==> config.mk <==
export PLATFORM = sky130hd
export DESIGN_NAME = fsm
export DESIGN_NICKNAME = d
export VERILOG_FILES = /design/src/rtl/fsm_pkg.sv /design/src/rtl/fsm.sv
export SDC_FILE = /design/constraint.sdc
export NUM_CORES = 1
export LEC_CHECK = 0
export ABC_AREA = 1
export CAP_MARGIN = 20
export CELL_PAD_IN_SITES_DETAIL_PLACEMENT = 0
export CELL_PAD_IN_SITES_GLOBAL_PLACEMENT = 1
export CORE_AREA = 2 2 39 41
export DETAILED_ROUTE_END_ITERATION = 10
export DIE_AREA = 0 0 41 43
export PLACE_DENSITY_LB_ADDON = 0.3
export SLEW_MARGIN = 30
export SYNTH_ARGS = -nofsm -noshare
export SYNTH_HDL_FRONTEND = slang
export SYNTH_SLANG_ARGS = --single-unit
==> constraint.sdc <==
create_clock -name clk -period 1.5 [get_ports clk]
set_input_delay 0.15 -clock clk [delete_from_list [all_inputs] [get_ports clk]]
set_output_delay 0.15 -clock clk [all_outputs]
set_load 0.005 [all_outputs]
==> src/rtl/fsm_pkg.sv <==
// fsm_pkg: shared definitions for the 1,0,2,2,1,0 symbol sequence detector.
//   state_e  - 3-bit state encoding S0..S5 (6 and 7 unused)
//   SYM_*    - the only symbol values that take part in the pattern
package fsm_pkg;

    // Each state records how much of the pattern has been seen so far:
    // S0 nothing, S1 "1", S2 "1,0", S3 "1,0,2", S4 "1,0,2,2", S5 "1,0,2,2,1".
    typedef enum logic [2:0] {
        S0 = 3'd0,
        S1 = 3'd1,
        S2 = 3'd2,
        S3 = 3'd3,
        S4 = 3'd4,
        S5 = 3'd5
    } state_e;

    localparam logic [3:0] SYM_ZERO = 4'd0;
    localparam logic [3:0] SYM_ONE  = 4'd1;
    localparam logic [3:0] SYM_TWO  = 4'd2;

endpackage

==> src/rtl/fsm.sv <==
// fsm: overlapping detector for the symbol sequence 1,0,2,2,1,0 on a 4-bit lane.
//   clk   in  1  rising-edge clock
//   in    in  4  input symbol, one per clock
//   y     out 1  registered one-cycle pulse on the edge that samples the final 0
//   reset in  1  synchronous active-high reset (x/z count as deasserted)
module fsm
    import fsm_pkg::*;
(
    input  logic       clk,
    input  logic [3:0] in,
    output logic       y,
    input  logic       reset
);

    // Declaration initialisers give a clean power-up state without a reset.
    state_e state_q = S0;
    state_e state_d;
    logic   y_q = 1'b0;
    logic   y_d;

    // A stray 1 always restarts the match at S1; a completed match keeps the
    // trailing "1,0" so overlapping occurrences are caught.
    always_comb begin
        state_d = S0;
        y_d     = 1'b0;
        case (state_q)
            S0: state_d = (in == SYM_ONE) ? S1 : S0;
            S1: state_d = (in == SYM_ZERO) ? S2 : (in == SYM_ONE) ? S1 : S0;
            S2: state_d = (in == SYM_TWO) ? S3 : (in == SYM_ONE) ? S1 : S0;
            S3: state_d = (in == SYM_TWO) ? S4 : (in == SYM_ONE) ? S1 : S0;
            S4: state_d = (in == SYM_ONE) ? S5 : S0;
            S5: begin
                state_d = (in == SYM_ZERO) ? S2 : (in == SYM_ONE) ? S1 : S0;
                y_d     = (in == SYM_ZERO);
            end
            default: state_d = S0;
        endcase
    end

    // An x/z reset takes the else branch, so only reset==1 clears the state.
    always_ff @(posedge clk) begin
        if (reset) begin
            state_q <= S0;
            y_q     <= 1'b0;
        end else begin
            state_q <= state_d;
            y_q     <= y_d;
        end
    end

    assign y = y_q;

endmodule

; ---- Word-level counts from Yosys, hierarchy flattened
; Cells that the tools add are included.
[totals]
elab_cells = 20
out_inout_bits = 1
inputBits = 6
reg_bits = 4
[op_classes]
n_bitwise = 1
eq_ne = 7
n_mux = 6
n_reduce_logical = 4
[op_table]
columns = op, count
row1 = $pmux W3 S5, 1
row2 = $mux W3, 3
row3 = $eq A3 B2 Y1 const B, 2
row4 = $eq A3 B3 Y1 const B, 2
row5 = $eq A4 B1 Y1 const B, 1
row6 = $eq A4 B2 Y1 const B, 1
row7 = $logic_not A4 Y1, 1
row8 = $reduce_or A2 Y1, 2
row9 = $eq A3 B1 Y1 const B, 1
row10 = $logic_not A3 Y1, 1
row11 = $mux W2, 1
row12 = $mux W1, 1
row13 = $not A1 Y1, 1

; ---- Depth between registers and ports, before layout
[logic_depth]
word_depth = 4
depth_mapped = 5

; ---- Worst setup path before layout
; Ideal clock, no wire load.
[synth_timing]
kind = register to register
from = register state_q[0]
to = register state_q[1]
setup_ns = 0.066
n_path_buf = 0
arrival_ns = 0.691
slack_ns = 0.743
t_required_ns = 1.434
stages_incl_launch_ff = 5
path_cell_list = dfxtp_1 inv_1 nor2_1 nand3_1 a21oi_2
[synth_via]
elab_chain_cells = 3
[synth_rtl]
columns = element, line_no
row1 = "start, declared", fsm.sv:16  ; state_e state_q = S0;
row2 = "start signal, assigned", fsm.sv:46  ; state_q <= state_d;
row3 = $eq A3 B3 Y1 or $eq A3 B1 Y1 (tied branches), fsm.sv:26  ; case (state_q)
row4 = $reduce_or A2 Y1 (no line), --
row5 = $pmux W3 S5 (*), fsm.sv:26
; Every way passes the cells marked *; elsewhere a longest branch is shown, timed or not.
; A chain may end at the register's enable or synchronous reset.

; ---- Final worst setup path
[layout_timing]
from = register y_q, in the netlist y
to = output port y
[layout_lines]
columns = element, line_no
row1 = "start, declared", fsm.sv:18  ; logic y_q = 1'b0;
row2 = "start signal, assigned", fsm.sv:47  ; y_q <= y_d;
row3 = "end, declared", fsm.sv:11  ; output logic y,
; No word-level cell between the ends.

==> impl_metrics.csv <==
group,metric,value,unit
power_and_ir_drop,powerDensity,842.9,nW/um2
worst_setup_path,cp_num_buf_inv,1,
clock_tree,cts_root_buf,"clkbuf_4",
clock_tree,clk_pin_slew,0.04,ns
floorplanning,initial_utilization,15.73,%
job,cap_viol_max_count,0,
sta,grt_setup_unrepaired,"no",
synthesis,synth.top_cell.area_share,36.78,%
placed_design,dpl.hpwl,354,um
power_and_ir_drop,seq_power_share,40.0,%
drt,dr_total_vias,219,
global_route,grt-busiest-layer,"met2",
floorplanning,fp.dieH,43,um
drt,drt_wl_total,445,um
placed_design,place.gp.congestion,0.6470,
global_route,grt_pass1_wl,765,um
power_and_ir_drop,internal_power,0.2127,mW
power_and_ir_drop,power.share.combinational,10.1,%
sta,tightest_slew,0.1981,ns
clock_tree,ctsHtreeMaxLevel,1,
global_route,met2_usage,8.438,%
sta,setup_tns,0,ns
global_route,grtUsageTotal,7.014,%
drt,drc_errors,0,
clock_tree,ctsHoldBuffers,0,
placed_design,port_buffers,6,
sta,min_period_over_period,77.67,%
sta,fmax,858.3,MHz
synthesis,syn_inst,34,
floorplanning,rows,14,
placed_design,post-place-ws,0.3609,ns
layout,diodes,0,
synthesis,synth_fp_nets,40,
clock_tree,cts_resized,0,
global_route,grtUsageMet1,7.987,%
synthesis,mappedNetlistArea,217.7,um2
layout,final_cell_mix,"8 x nor2_1, 7 x nand2_1, 6 x inv_1, 6 x clkdlybuf4s50_1, 4 x dfxtp_1",
global_route,use_met3,6.283,%
clock_tree,cts_tree,"yes",
synthesis,synth.area.top_cells,"dfxtp_1 37%, nor2_1 14%, nand2_1 12%",
worst_setup_path,cp_cell_sequence,"clkdlybuf4s50_1",
worst_setup_path,cp-end-kind,"output pin",
worst_setup_path,critPathLaunchType,"register",
worst_hold_path,hold_class,"reg2reg",
outcome,status,"finished, final reports clean",
global_route,antenna_found_initial,0,
floorplanning,dieArea,1763,um2
floorplanning,ios,7,
layout,areaGrowthSynthToFinish,47.13,%
worst_setup_path,slowest_delay,0.48,ns
synthesis,ys_warn_count,0,
worst_setup_path,path_delay_family,"buffers and inverters",
synthesis,ys_types,11,
layout,multi_input_area,111.4,um2
layout,num-fill-cells,165,
worst_setup_path,cp.required,1.35,ns
power_and_ir_drop,p_leak,0.1311,nW
global_route,grt_overflow,0,
synthesis,synth_top_cell_by_area,"dfxtp_1",
layout,drive_gt1_share,16.28,%
synthesis,ys_seq_area_share,36.78,%
clock_tree,cts_made_buffers,3,
drt,drtPass1Iterations,3,
drt,vias_per_cell,3.712,
clock_tree,clk_latency,0.24,ns
drt,wl_per_cell,7.542,um
layout,seqCellArea,80.08,um2
drt,ant_nets,0,
layout,layout.nets,51,
synthesis,ys_ff_latch,4,
sta,finalSetupViolCount,0,
clock_tree,post_cts_buffers,0,
layout,fin_cells,59,
floorplanning,core-area,1384,um2
power_and_ir_drop,p_sw,0.05726,mW
placed_design,dpl.cell_count,56,
sta,slew_headroom,86.76,%
sta,whs,0.4807,ns
global_route,grt_pass1_vias,211,
worst_setup_path,path_class,"reg2out",
power_and_ir_drop,switching_share,21.21,%
sta,fin_ws,0.3349,ns
synthesis,avgSynthCellArea,6.403,um2
power_and_ir_drop,irDropWorstVdd,0.2359,mV
sta,clock_skew,0.0001772,ns
layout,utilization,23.15,%
sta,hold_violations,0,
power_and_ir_drop,p_clk_share,49.9,%
clock_tree,clk_path_buf_depth,2,
clock_tree,cts.sinks,4,
global_route,grt_max_degree,6,
worst_setup_path,slowest_stage,"clkdlybuf4s50_1",
worst_setup_path,crit_fanout,1,
sta,min_period,1.165,ns
worst_setup_path,worstPathArrival,1.02,ns
layout,final_common_cell,"nor2_1",
drt,drt_iter0_markers,1,
floorplanning,die_w,41,um
sta,maxSlewViolCount,0,
==> through the flow <==
stage               instance area, um2  power [mW]
floorplan                        217.7      0.1186
global placement                 297.8      0.1374
detailed placement               297.8      0.1370
CTS                              320.3      0.2792
global route                     320.3      0.2906
finish                           320.3      0.2700
==> logic make-up (layout without fill, tap and decap cells) <==
kind of cell           count (synthesis)  in the layout  synth area share [%]
and+or+nand+nor                       19             19                 37.36
buffers and inverters                  7             16                 12.07
AOI/OAI and AO/OA                      4              4                 13.79
DFF                                    4              4                 36.78
==> registers in the layout (all words and copies together) (netlist names) <==
register,flops
y,1
state_q,3
==> power by group through the flow <==
stage                     logic, mW  registers (mW)  clock network, mW
after floorplan             0.00918           0.109                  0
after global placement       0.0278           0.110                  0
after detailed placement     0.0274           0.110                  0
after CTS                    0.0276           0.108              0.144
after global routing         0.0304           0.108              0.152
final                        0.0272           0.108              0.135
==> worst paths after layout <==
check | startpoint | end | slack (ns) | depth (start not counted)
max | y$_SDFF_PP0_ | y | 0.33 | 1
min | state_q[2]$_SDFF_PP0_ | y$_SDFF_PP0_ | 0.48 | 2
max reg2reg | state_q[0]$_SDFF_PP0_ | state_q[1]$_SDFF_PP0_ | 0.65 | 4
min reg2reg | state_q[2]$_SDFF_PP0_ | y$_SDFF_PP0_ | 0.48 | 2
==> metal layers <==
metal,vias to the layer above,wire [um]
li1,121,-
met1,93,218
met2,5,206
met3,0,21
met4,0,0
met5,-,0
==> cell usage after synthesis <==
cell type  n
inv_2      1
nor3_2     1
a21boi_2   1
inv_1      6
a21oi_1    2
nor2_1     8
dfxtp_1    4
nor3_1     1
a21oi_2    1
nand2_1    7
nand3_1    2
==> final cells by class <==
class,instances,area share [%]
Multi-Input combinational cell,23,34.77
Sequential cell,4,25.00
Clock buffer,3,7.031
Tap cell,16,6.250
Inverter,7,8.203
Timing Repair Buffer,6,18.75
Note: power is estimated with default switching activity, not from simulation.
